===== src/rtl/router_fsm_ctrl.sv =====
// Packet sequencer for the 1x3 router: decodes the header address, steps header/payload/parity into one FIFO, and runs per-FIFO read watchdogs.
// Latency: state and all outputs are registered; outputs change one clock after the inputs that cause them.
// Backpressure: busy stalls the source; fifo_full parks the FSM in FIFO_FULL_STATE with write_enb low until space frees.
module router_fsm_ctrl #(
    parameter int TIMEOUT = 30,
    parameter int CNT_W   = 5
) (
    input  logic       clock,
    input  logic       reset,
    input  logic       pkt_valid,
    input  logic [1:0] data_in,
    input  logic [2:0] fifo_full,
    input  logic [2:0] fifo_empty,
    input  logic [2:0] read_enb,
    input  logic       parity_done,
    input  logic       low_pkt_valid,
    output logic [2:0] write_enb,
    output logic [2:0] soft_reset,
    output logic       detect_add,
    output logic       lfd_state,
    output logic       ld_state,
    output logic       laf_state,
    output logic       full_state,
    output logic       rst_int_reg,
    output logic       busy
);

    typedef enum logic [2:0] {
        DECODE_ADDRESS,
        WAIT_TILL_EMPTY,
        LOAD_FIRST_DATA,
        LOAD_DATA,
        FIFO_FULL_STATE,
        LOAD_AFTER_FULL,
        LOAD_PARITY,
        CHECK_PARITY_ERROR
    } state_t;

    localparam logic [CNT_W-1:0] TO_LAST = CNT_W'(TIMEOUT - 1);

    state_t           state;
    state_t           nxt_state;
    logic [1:0]       addr_reg;
    logic [1:0]       nxt_addr;
    logic [CNT_W-1:0] cnt [3];
    logic             nxt_wr;

    // Next-state and next-address decode; a watchdog reset on the active FIFO aborts the packet.
    always_comb begin
        nxt_state = state;
        nxt_addr  = addr_reg;
        if (soft_reset[addr_reg]) begin
            nxt_state = DECODE_ADDRESS;
        end else begin
            case (state)
                DECODE_ADDRESS: begin
                    if (pkt_valid && (data_in != 2'b11)) begin
                        nxt_addr  = data_in;
                        nxt_state = fifo_empty[data_in] ? LOAD_FIRST_DATA : WAIT_TILL_EMPTY;
                    end
                end
                WAIT_TILL_EMPTY: begin
                    if (fifo_empty[addr_reg]) nxt_state = LOAD_FIRST_DATA;
                end
                LOAD_FIRST_DATA: nxt_state = LOAD_DATA;
                LOAD_DATA: begin
                    if (fifo_full[addr_reg])  nxt_state = FIFO_FULL_STATE;
                    else if (!pkt_valid)      nxt_state = LOAD_PARITY;
                end
                FIFO_FULL_STATE: begin
                    if (!fifo_full[addr_reg]) nxt_state = LOAD_AFTER_FULL;
                end
                LOAD_AFTER_FULL: begin
                    if (parity_done)          nxt_state = DECODE_ADDRESS;
                    else if (low_pkt_valid)   nxt_state = LOAD_PARITY;
                    else                      nxt_state = LOAD_DATA;
                end
                LOAD_PARITY: nxt_state = CHECK_PARITY_ERROR;
                CHECK_PARITY_ERROR: begin
                    nxt_state = fifo_full[addr_reg] ? FIFO_FULL_STATE : DECODE_ADDRESS;
                end
                default: nxt_state = DECODE_ADDRESS;
            endcase
        end
    end

    // Which states write into the selected FIFO.
    always_comb begin
        nxt_wr = (nxt_state == LOAD_DATA) || (nxt_state == LOAD_AFTER_FULL) ||
                 (nxt_state == LOAD_PARITY);
    end

    // State register with Moore outputs registered from the next state, so they match the state they describe.
    always_ff @(posedge clock) begin
        if (reset) begin
            state       <= DECODE_ADDRESS;
            addr_reg    <= 2'b00;
            write_enb   <= 3'b000;
            detect_add  <= 1'b1;
            lfd_state   <= 1'b0;
            ld_state    <= 1'b0;
            laf_state   <= 1'b0;
            full_state  <= 1'b0;
            rst_int_reg <= 1'b0;
            busy        <= 1'b0;
        end else begin
            state       <= nxt_state;
            addr_reg    <= nxt_addr;
            write_enb   <= nxt_wr ? 3'(3'b001 << nxt_addr) : 3'b000;
            detect_add  <= (nxt_state == DECODE_ADDRESS);
            lfd_state   <= (nxt_state == LOAD_FIRST_DATA);
            ld_state    <= (nxt_state == LOAD_DATA);
            laf_state   <= (nxt_state == LOAD_AFTER_FULL);
            full_state  <= (nxt_state == FIFO_FULL_STATE);
            rst_int_reg <= (nxt_state == CHECK_PARITY_ERROR);
            busy        <= !((nxt_state == DECODE_ADDRESS) || (nxt_state == LOAD_DATA));
        end
    end

    // Per-FIFO read watchdog: pulse soft_reset once after TIMEOUT consecutive unread, non-empty cycles.
    always_ff @(posedge clock) begin
        if (reset) begin
            soft_reset <= 3'b000;
            for (int i = 0; i < 3; i++) cnt[i] <= '0;
        end else begin
            for (int i = 0; i < 3; i++) begin
                if (fifo_empty[i] || read_enb[i]) begin
                    cnt[i]        <= '0;
                    soft_reset[i] <= 1'b0;
                end else if (cnt[i] == TO_LAST) begin
                    cnt[i]        <= '0;
                    soft_reset[i] <= 1'b1;
                end else begin
                    cnt[i]        <= cnt[i] + 1'b1;
                    soft_reset[i] <= 1'b0;
                end
            end
        end
    end

endmodule


===== config.mk =====
export PLATFORM = sky130hd
export DESIGN_NAME = router_fsm_ctrl
export DESIGN_NICKNAME = d
export VERILOG_FILES = /design/src/rtl/router_fsm_ctrl.sv
export SDC_FILE = /design/constraint.sdc
export NUM_CORES = 1
export LEC_CHECK = 0
export ABC_AREA = 1
export BUFFER_PORTS_ARGS = -buffer_cell sky130_fd_sc_hd__buf_2
export CAP_MARGIN = 20
export CORE_UTILIZATION = 59
export CTS_CLUSTER_SIZE = 25
export DETAILED_ROUTE_END_ITERATION = 7
export PLACE_DENSITY = 0.83
export SYNTH_ARGS = -nofsm -noshare
export SYNTH_HDL_FRONTEND = slang
export SYNTH_SLANG_ARGS = --single-unit

===== constraint.sdc =====
create_clock -name clock -period 2.3 [get_ports clock]
set_input_delay 0.115 -clock clock [delete_from_list [all_inputs] [get_ports clock]]
set_output_delay 0.115 -clock clock [all_outputs]
set_load 0.005 [all_outputs]

==> results of run 1 <==
final cells by class:
cell class                      instances  area [µm²]
Clock buffer                            6        51.3
Clock inverter                          2        8.76
Fill cell                             228         682
Inverter                               26        97.6
Multi-Input combinational cell        161         868
Sequential cell                        33         811
Tap cell                               31        38.8
Timing Repair Buffer                   34         200
report_power, final:
part	leakage, nW	switching, mW	internal (mW)
clock	0.0357	0.196	0.144
sequential	0.301	0.0538	0.681
combinational	0.660	0.327	0.178
layout by cell type (no fill, tap or decap), drive strengths merged, types with 7 or more instances in the layout:
cell / instances
nand2: 45
nor2: 35
buf: 28
inv: 26
nand3: 25
dfxtp: 18
edfxtp: 15
conb: 15
nor3: 8
a21oi: 7
layer usage:
layer | vias to the layer above | global-route usage | wire length (µm)
met3 | 6 | 0.0698 | 157
met4 | 0 | 0.101 | 53
met2 | 32 | 0.354 | 1490
met5 | - | 0 | 0
met1 | 641 | 0.268 | 1440
li1 | 768 | - | -
worst max path at each step:
stage                            from                      end  slack (ns)  cells after the start
2_1_floorplan  addr_reg[0]$_SDFF_PP0_  write_enb[1]$_SDFF_PP0_        0.88                     11
3_3_place_gp      state[1]$_SDFF_PP0_  write_enb[1]$_SDFF_PP0_        0.71                     11
3_5_place_dp   addr_reg[0]$_SDFF_PP0_  write_enb[1]$_SDFF_PP0_        0.67                     11
4_1_cts        addr_reg[0]$_SDFF_PP0_  write_enb[1]$_SDFF_PP0_        0.57                     11
5_1_grt        addr_reg[0]$_SDFF_PP0_  write_enb[1]$_SDFF_PP0_        0.40                     11
6_report       addr_reg[0]$_SDFF_PP0_  write_enb[1]$_SDFF_PP0_        0.54                     11
critical path: stages (launching register included):
cell and delay [ns]:
dfxtp_1 0.43, inv_2 0.10, nand2_1 0.09, nand3_2 0.11
nand3_1 0.10, nand2_1 0.08, o21ai_2 0.25, nand2_1 0.14
nand3_1 0.14, nand2_2 0.08, nand2_2 0.06, nor2_1 0.04
per-stage QoR:
stage	instance area, µm²	utilization	setup WS (ns)	instances	total power, mW
floorplan	1780	-	0.878	221	1.12
global placement	1960	0.709	0.706	279	1.23
detailed placement	1960	0.709	0.673	279	1.24
CTS	2080	0.753	0.565	293	1.59
global route	2080	0.753	0.396	293	1.68
finish	2080	0.753	0.543	293	1.58
repair_timing:
action / CTS / global route
hold endpoints to repair: 3 / 0
hold buffers: 6 / 0
resized for setup: 0 / 0
cells by family after synthesis:
| kind of cell | count (synthesis) | share of synthesized area |
|---|---|---|
| xor gates and xnor gates | 6 | 0.0304 |
| other | 1 | 0.00217 |
| adders and majority gates | 6 | 0.0434 |
| DFF | 33 | 0.469 |
| AOI/OAI and AO/OA | 12 | 0.0463 |
| and+or+nand+nor | 122 | 0.350 |
| buffers and inverters | 27 | 0.0587 |
==> impl_metrics.py, run 1 <==
metrics = {
    "outcome": {
        "status": "completed",
    },
    "floorplanning": {
        "die-width_um": 56.1,
        "dieHeight_um": 56.1,
        "io_pins": 29,
        "num_rows": 19,
        "dieArea_um2": 3150,
        "core_um2": 2760,
        "start_util": 0.627,
    },
    "clocking": {
        "cts_tree": "done",
        "postCtsSetupBuffers": 0,
        "cts_buffer_depth": 2,
        "clkLatencyLatePin_ns": 0.34,
        "cts_buffers": 5,
        "cts_sinks": 33,
        "h-tree-depth": 2,
        "clkTransAtPathRegs_ns": 0.11,
        "cts_root_buf": "clkbuf_4",
    },
    "worst_setup_path": {
        "r2r_slack_ns": 0.54,
        "end_kind": "register",
        "crit_fanout": 6,
        "required_ns": 2.52,
        "rr_endpoint": "write_enb[1]$_SDFF_PP0_",
        "worst_setup_path_start_kind": "register",
        "r2r_cells": 11,
        "r2r-start": "addr_reg[0]$_SDFF_PP0_",
        "crit_type": "register to register",
        "worstPathArrival_ns": 1.97,
    },
    "timing": {
        "finalSetupViolations": 0,
        "rsz0062_at_grt": "no",
        "whs_ns": 0.113,
        "fmax_mhz": 569,
        "slew_violations": 0,
        "finalSetupTns_ns": 0,
        "fin_crit_sh": 0.764,
        "clock-skew-final_ns": 0.0151,
        "min_period_ns": 1.76,
        "hold_viol_final": 0,
    },
    "run": {
        "drv_cap": 0,
    },
    "power": {
        "peakVddDrop_v": 0.000724,
        "p_leak_nw": 0.997,
        "power.density_nw_per_um2": 761,
    },
    "detailed_routing": {
        "drtAntennaViolNets": 0,
        "drc": 0,
        "wirelength_mm": 3.14,
        "drtPass1Iterations": 4,
        "drtIter0Drc": 55,
        "vias": 1447,
        "avgViaCountPerCell": 4.94,
        "wire_per_inst_um": 10.7,
    },
    "cells_and_area": {
        "insertedDiodeCount": 0,
        "area_delta_synth_final_pct": 20.1,
        "final_layout_size_suffix_gt1_frac": 0.244,
        "largest_register_ffs": 15,
        "regMostFlops": "cnt",
        "fin_nets": 283,
    },
    "logic_synthesis": {
        "synth_edf_count": 15,
        "avgSynthCellArea_um2": 8.35,
        "ys_ff_latch": 33,
        "yosysUniqueCellTypes": 27,
        "syn-cell-area_um2": 1730,
        "synth_top_cell_by_area": "edfxtp_1",
        "synth_commonest_cells": "nand2_1, nor2_1, inv_1, nand3_1, dfxtp_1",
        "netlist.area_leader.share": 0.261,
        "yosys_warnings": 0,
        "synth_flop_cell": "dfxtp_1",
        "ys_seq_area_frac": 0.469,
        "synthArstFlopShare": 0,
        "synthCells": 207,
        "synthMostInstantiatedCell": "nand2_1",
        "netlist_top_cells_area": "edfxtp_1, dfxtp_1, nand2_1",
    },
    "hold_path": {
        "min_to": "addr_reg[1]$_SDFF_PP0_",
        "holdPathStages": 2,
        "worstHoldStart": "reset",
        "holdCritPathClass": "primary input to register",
    },
    "global_route": {
        "grt_start_max_net_pins": 13,
        "grt_use_total": 0.220,
        "grt_pass1_wl_mm": 5.28,
        "antenna_found_initial": 0,
        "grt_overflow_total": 0,
        "grt_pass1_vias": 1332,
    },
    "place": {
        "place_congestion": 0.854,
        "hpwl_mm": 2.34,
        "portBuffers": 28,
    },
}
Power figures use the tool's default switching activity.
==> run 2, diff against run 1 <==
ABC_AREA = 0   (was 1)
CORE_UTILIZATION = 55   (was 59)
PLACE_DENSITY = 0.78   (was 0.83)
clock period = 1.8 ns   (was 2.3 ns; I/O delays follow)
==> impl_metrics.py, run 2 <==
metrics = {
    "logic_synthesis": {
        "synthMostInstantiatedCell": "nor2_1",
        "ys_ff_latch": 33,
        "synthArstFlopShare": 0,
        "ys_seq_area_frac": 0.454,
        "netlist_top_cells_area": "edfxtp_1, dfxtp_1, nor2_1",
        "synth_top_cell_by_area": "edfxtp_1",
        "synthCells": 166,
        "netlist.area_leader.share": 0.252,
        "synth_edf_count": 15,
        "yosysUniqueCellTypes": 54,
        "avgSynthCellArea_um2": 10.8,
        "syn-cell-area_um2": 1790,
        "yosys_warnings": 0,
        "synth_commonest_cells": "nor2_1, dfxtp_1, edfxtp_1, inv_1, nand2_1",
        "synth_flop_cell": "dfxtp_1",
    },
    "cells_and_area": {
        "regMostFlops": "cnt",
        "fin_nets": 257,
        "insertedDiodeCount": 0,
        "largest_register_ffs": 15,
        "final_layout_size_suffix_gt1_frac": 0.407,
        "layout_commonest_cell": "buf_2",
        "most-common-layout-cells": "buf_2, nor2_1, buf_4, edfxtp_1, conb_1",
        "final_area_um2": 2350,
        "area_delta_synth_final_pct": 31.7,
    },
    "timing": {
        "setup_slack_ns": -0.133,
        "hold_viol_final": 0,
        "min_period_ns": 1.93,
        "fin_crit_sh": 1.07,
        "clock-skew-final_ns": 0.00532,
        "whs_ns": 0.0338,
        "slew_violations": 0,
        "finalSetupViolations": 9,
        "finalSetupTns_ns": -0.543,
        "rsz0062_at_grt": "yes",
        "fmax_mhz": 517,
    },
    "floorplanning": {
        "core_um2": 3080,
        "num_rows": 20,
        "dieArea_um2": 3480,
        "die-width_um": 59.0,
        "start_util": 0.580,
        "io_pins": 29,
        "dieHeight_um": 59.0,
    },
    "detailed_routing": {
        "vias": 1485,
        "avgViaCountPerCell": 5.30,
        "wirelength_mm": 4.14,
        "drtPass1Iterations": 4,
        "drtAntennaViolNets": 0,
        "drtIter0Drc": 40,
        "wire_per_inst_um": 14.8,
        "drc": 0,
    },
    "global_route": {
        "grt_start_max_net_pins": 18,
        "grt_pass1_wl_mm": 6.31,
        "grt_overflow_total": 0,
        "grt_use_total": 0.245,
        "grt_pass1_vias": 1424,
        "antenna_found_initial": 0,
    },
    "clocking": {
        "cts_tree": "done",
        "cts_buffers": 5,
        "cts_root_buf": "clkbuf_4",
        "h-tree-depth": 2,
        "clkLatencyLatePin_ns": 0.33,
        "clkTransAtPathRegs_ns": 0.10,
        "cts_hold_buf": 0,
        "cts_sinks": 33,
        "cts_buffer_depth": 2,
    },
    "worst_setup_path": {
        "required_ns": 2.02,
        "crit_fanout": 8,
        "end_kind": "register",
        "crit_type": "register to register",
        "worst_setup_path_start_kind": "register",
        "worstPathArrival_ns": 2.15,
    },
    "place": {
        "place_congestion": 0.824,
        "portBuffers": 28,
        "hpwl_mm": 3.00,
        "placed_area_um2": 2150,
    },
    "outcome": {
        "status": "complete, but fails checks",
        "violations": "setup timing",
    },
    "hold_path": {
        "holdCritPathClass": "primary input to register",
    },
    "run": {
        "drv_cap": 0,
    },
    "power": {
        "p_leak_nw": 0.970,
        "peakVddDrop_v": 0.000584,
        "power.density_nw_per_um2": 1020,
    },
}
run 2: changes by cell type after synthesis, moves of 4 or more:
| cell | delta |
|---|---|
| nand2_1 | -33 |
| inv_1 | -13 |
| nand3_1 | -12 |
| nor2_1 | -8 |
| nand3_2 | -6 |
| inv_2 | -4 |
| mux2i_1 | +4 |
| nor2b_1 | +4 |
| or2_2 | -4 |
| xor2_1 | +4 |
run 2: kinds of logic (layout without fill, tap and decap cells):
family                     count (synthesis)  in the layout  share of synthesized area
buffers and inverters                     15             71                     0.0434
adders and majority gates                  6              6                     0.0420
xor gates and xnor gates                  11             11                     0.0581
DFF                                       33             33                      0.454
and+or+nand+nor                           72             72                      0.236
other                                      1             15                    0.00210
muxes                                      7              7                     0.0476
AOI/OAI and AO/OA                         21             21                      0.117
run 2: critical path: stages (launching register included):
cell	delay [ns]
dfxtp_2	0.34
buf_4	0.14
buf_4	0.17
a41oi_1	0.32
a21oi_4	0.11
nor4b_4	0.28
buf_6	0.19
xor2_4	0.18
o22ai_1	0.10
run 2: final cells by class:
class | instances | area [µm²]
Clock buffer | 6 | 41.3
Clock inverter | 2 | 10.0
Tap cell | 44 | 55.1
Inverter | 9 | 33.8
Fill cell | 216 | 724
Sequential cell | 33 | 823
Timing Repair Buffer | 54 | 347
Multi-Input combinational cell | 132 | 1040
run 2: repair_timing:
item / in CTS / in global routing
setup endpoints to repair: 10 / 11
gates resized for setup: 11 / 15
pin swaps: 10 / 9
buffers inserted: 3 / 3
run 2: metal layers:
| metal | track usage | up-vias | part of all wire |
|---|---|---|---|
| met5 | 0 | - | 0 |
| met4 | 0.0918 | 0 | 0.015 |
| met2 | 0.425 | 34 | 0.55 |
| met3 | 0.0677 | 8 | 0.033 |
| li1 | - | 725 | - |
| met1 | 0.287 | 718 | 0.41 |
run 2: path summary, 6_finish.rpt:
kind / startpoint / end / slack, ns / cells past startpoint
setup / recovery: state[2]$_SDFF_PP0_ / write_enb[1]$_SDFF_PP0_ / -0.13 / 8
hold / removal: read_enb[0] / soft_reset[0]$_SDFF_PP0_ / 0.03 / 3
setup reg to reg: state[2]$_SDFF_PP0_ / write_enb[1]$_SDFF_PP0_ / -0.13 / 8
hold reg to reg: cnt[2][0]$_SDFFCE_PN0P_ / cnt[2][0]$_SDFFCE_PN0P_ / 0.64 / 1
run 2: stage by stage:
stage,power (mW),util,std cells,setup slack (ns)
floorplan,1.48,-,180,-0.0656
global placement,1.73,0.698,266,-0.0965
detailed placement,1.76,0.698,266,-0.171
CTS,2.22,0.734,277,-0.102
global route,2.53,0.765,280,-0.177
finish,2.40,0.765,280,-0.133
run 2: where the power goes:
part / leakage [nW] / total [mW] / switching (mW) / internal [mW]
Combinational: 0.634 / 1.06 / 0.525 / 0.534
Sequential: 0.304 / 0.952 / 0.0754 / 0.876
Clock: 0.0320 / 0.386 / 0.238 / 0.149
==> run 3, diff against run 2 <==
HOLD_SLACK_MARGIN = 0.08   (was not set)
SLEW_MARGIN = 20   (was not set)
==> impl_metrics.py, run 3 (synthesis results as in run 2) <==
metrics = {
    "cells_and_area": {
        "largest_register_ffs": 15,
        "fin_nets": 260,
        "final_area_um2": 2380,
        "insertedDiodeCount": 0,
        "area_delta_synth_final_pct": 33.1,
        "layout_commonest_cell": "buf_2",
        "regMostFlops": "cnt",
        "most-common-layout-cells": "buf_2, nor2_1, buf_4, edfxtp_1, conb_1",
        "final_layout_size_suffix_gt1_frac": 0.385,
    },
    "power": {
        "p_leak_nw": 0.984,
        "peakVddDrop_v": 0.000584,
        "p_int_mw": 1.55,
        "p_clk_frac": 0.163,
        "swShare": 0.348,
        "power.switching_uw": 826,
        "power.density_nw_per_um2": 999,
        "combPwrFrac": 0.436,
        "p_seq_frac": 0.401,
    },
    "floorplanning": {
        "die-width_um": 59.0,
        "dieHeight_um": 59.0,
        "core_um2": 3080,
        "num_rows": 20,
        "dieArea_um2": 3480,
        "io_pins": 29,
        "start_util": 0.580,
    },
    "worst_setup_path": {
        "end_kind": "register",
        "crit_fanout": 4,
        "worstPathArrival_ns": 2.17,
        "worst_path_largest_cell_delay_ns": 0.36,
        "crit_type": "register to register",
        "required_ns": 2.06,
        "slowest_stage": "dfxtp_2",
        "crit_top_cell": "buf_4",
        "worst_setup_path_start_kind": "register",
        "path_cells": "buf_4 > and3b_1 > o221ai_1 > o311ai_4 > nand3_4 > buf_4 > buf_4 > nand3b_1 > o22ai_1",
    },
    "global_route": {
        "grt_pass1_wl_mm": 6.49,
        "grt-busiest-layer": "met2",
        "use_met1": 0.288,
        "grt_overflow_total": 0,
        "antenna_found_initial": 0,
        "grt_start_max_net_pins": 18,
        "grt_pass1_vias": 1452,
        "grt_use_total": 0.253,
        "grt_use_met3": 0.0721,
        "met2_usage": 0.442,
    },
    "detailed_routing": {
        "drc": 0,
        "drtPass1Iterations": 4,
        "wirelength_mm": 4.33,
        "drtAntennaViolNets": 0,
        "wire_per_inst_um": 15.3,
        "drtIter0Drc": 33,
        "avgViaCountPerCell": 5.41,
        "vias": 1532,
    },
    "clocking": {
        "h-tree-depth": 2,
        "cts_sinks": 33,
        "cts_root_buf": "clkbuf_4",
        "clkTransAtPathRegs_ns": 0.10,
        "cts_buffers": 5,
        "cts_tree": "done",
        "cts_buffer_depth": 2,
        "clkLatencyLatePin_ns": 0.33,
    },
    "timing": {
        "setup_slack_ns": -0.110,
        "slew_violations": 0,
        "fin_crit_sh": 1.06,
        "clock-skew-final_ns": 0.00506,
        "rsz0062_at_grt": "yes",
        "min_period_ns": 1.91,
        "hold_viol_final": 0,
        "finalSetupViolations": 10,
        "fmax_mhz": 524,
    },
    "place": {
        "placed_area_um2": 2150,
        "portBuffers": 28,
        "place_ws_ns": -0.171,
        "place_congestion": 0.824,
        "hpwl_mm": 3.00,
    },
    "outcome": {
        "violations": "setup timing",
        "status": "complete, but fails checks",
    },
    "run": {
        "drv_cap": 0,
    },
    "hold_path": {
        "holdCritPathClass": "primary input to register",
    },
}
[run 3: cell count changes in the layout (fill, tap and decap cells not counted)]
cell,previous run,this run
dlygate4sd3_1,0,4
buf_4,23,22
nor4_1,0,1
nand2_1,7,8
inv_2,2,1
nor4_2,1,0
inv_1,7,8
nand2_2,1,0
[run 3: cell type report]
| class | instances | area, µm² |
|---|---|---|
| multi-input combinational | 132 | 1030 |
| sequential | 33 | 823 |
| fill | 209 | 701 |
| timing repair buffer | 57 | 379 |
| tap | 44 | 55.1 |
| clock buffer | 6 | 41.3 |
| inverter | 9 | 33.8 |
| clock inverter | 2 | 10.0 |
[run 3: worst paths after layout]
kind | slack [ns] | depth (start not counted) | start | endpoint
max | -0.11 | 9 | state[2]$_SDFF_PP0_ | write_enb[0]$_SDFF_PP0_
min | 0.13 | 2 | reset | addr_reg[1]$_SDFF_PP0_
min reg2reg | 0.64 | 1 | cnt[2][0]$_SDFFCE_PN0P_ | cnt[2][0]$_SDFFCE_PN0P_
max reg2reg | -0.11 | 9 | state[2]$_SDFF_PP0_ | write_enb[0]$_SDFF_PP0_
[run 3: worst max-delay path, delay by kind of cell, from the launching register on]
| kind | cells | cell delay [ns] |
|---|---|---|
| compound gates | 3 | 0.66 |
| simple gates | 3 | 0.44 |
| buf+inv | 3 | 0.38 |
| flops | 1 | 0.36 |
[run 3: power by group through the flow]
stage | Combinational, mW | Sequential (mW) | Clock, mW
4_1_cts | 0.892 | 0.940 | 0.396
3_5_place_dp | 0.808 | 0.954 | 0
2_1_floorplan | 0.554 | 0.924 | 0
5_1_grt | 1.11 | 0.963 | 0.432
6_report | 1.04 | 0.951 | 0.388
3_3_place_gp | 0.780 | 0.946 | 0
[run 3: timing repair]
item	CTS	global route
buffers inserted	3	2
pin swaps	10	11
resized for setup	11	12
hold buffers	4	0
hold endpoints to repair	3	0
setup endpoints to repair	10	11
[run 3: layer usage]
metal  up-vias  part of all wire
met3        13             0.050
met2        51              0.53
met4         0             0.025
met5         -                 0
li1        734                 -
met1       734              0.39
[run 3: through the flow]
step	util	power (mW)	hold WS, ns	TNS (ns)	std cells
2_1_floorplan	-	1.48	0.265	-0.130	180
3_3_place_gp	0.698	1.73	0.373	-0.290	266
3_5_place_dp	0.698	1.76	0.382	-0.841	266
4_1_cts	0.747	2.23	0.114	-0.471	281
5_1_grt	0.772	2.50	0.125	-1.48	283
6_report	0.772	2.37	0.131	-0.535	283
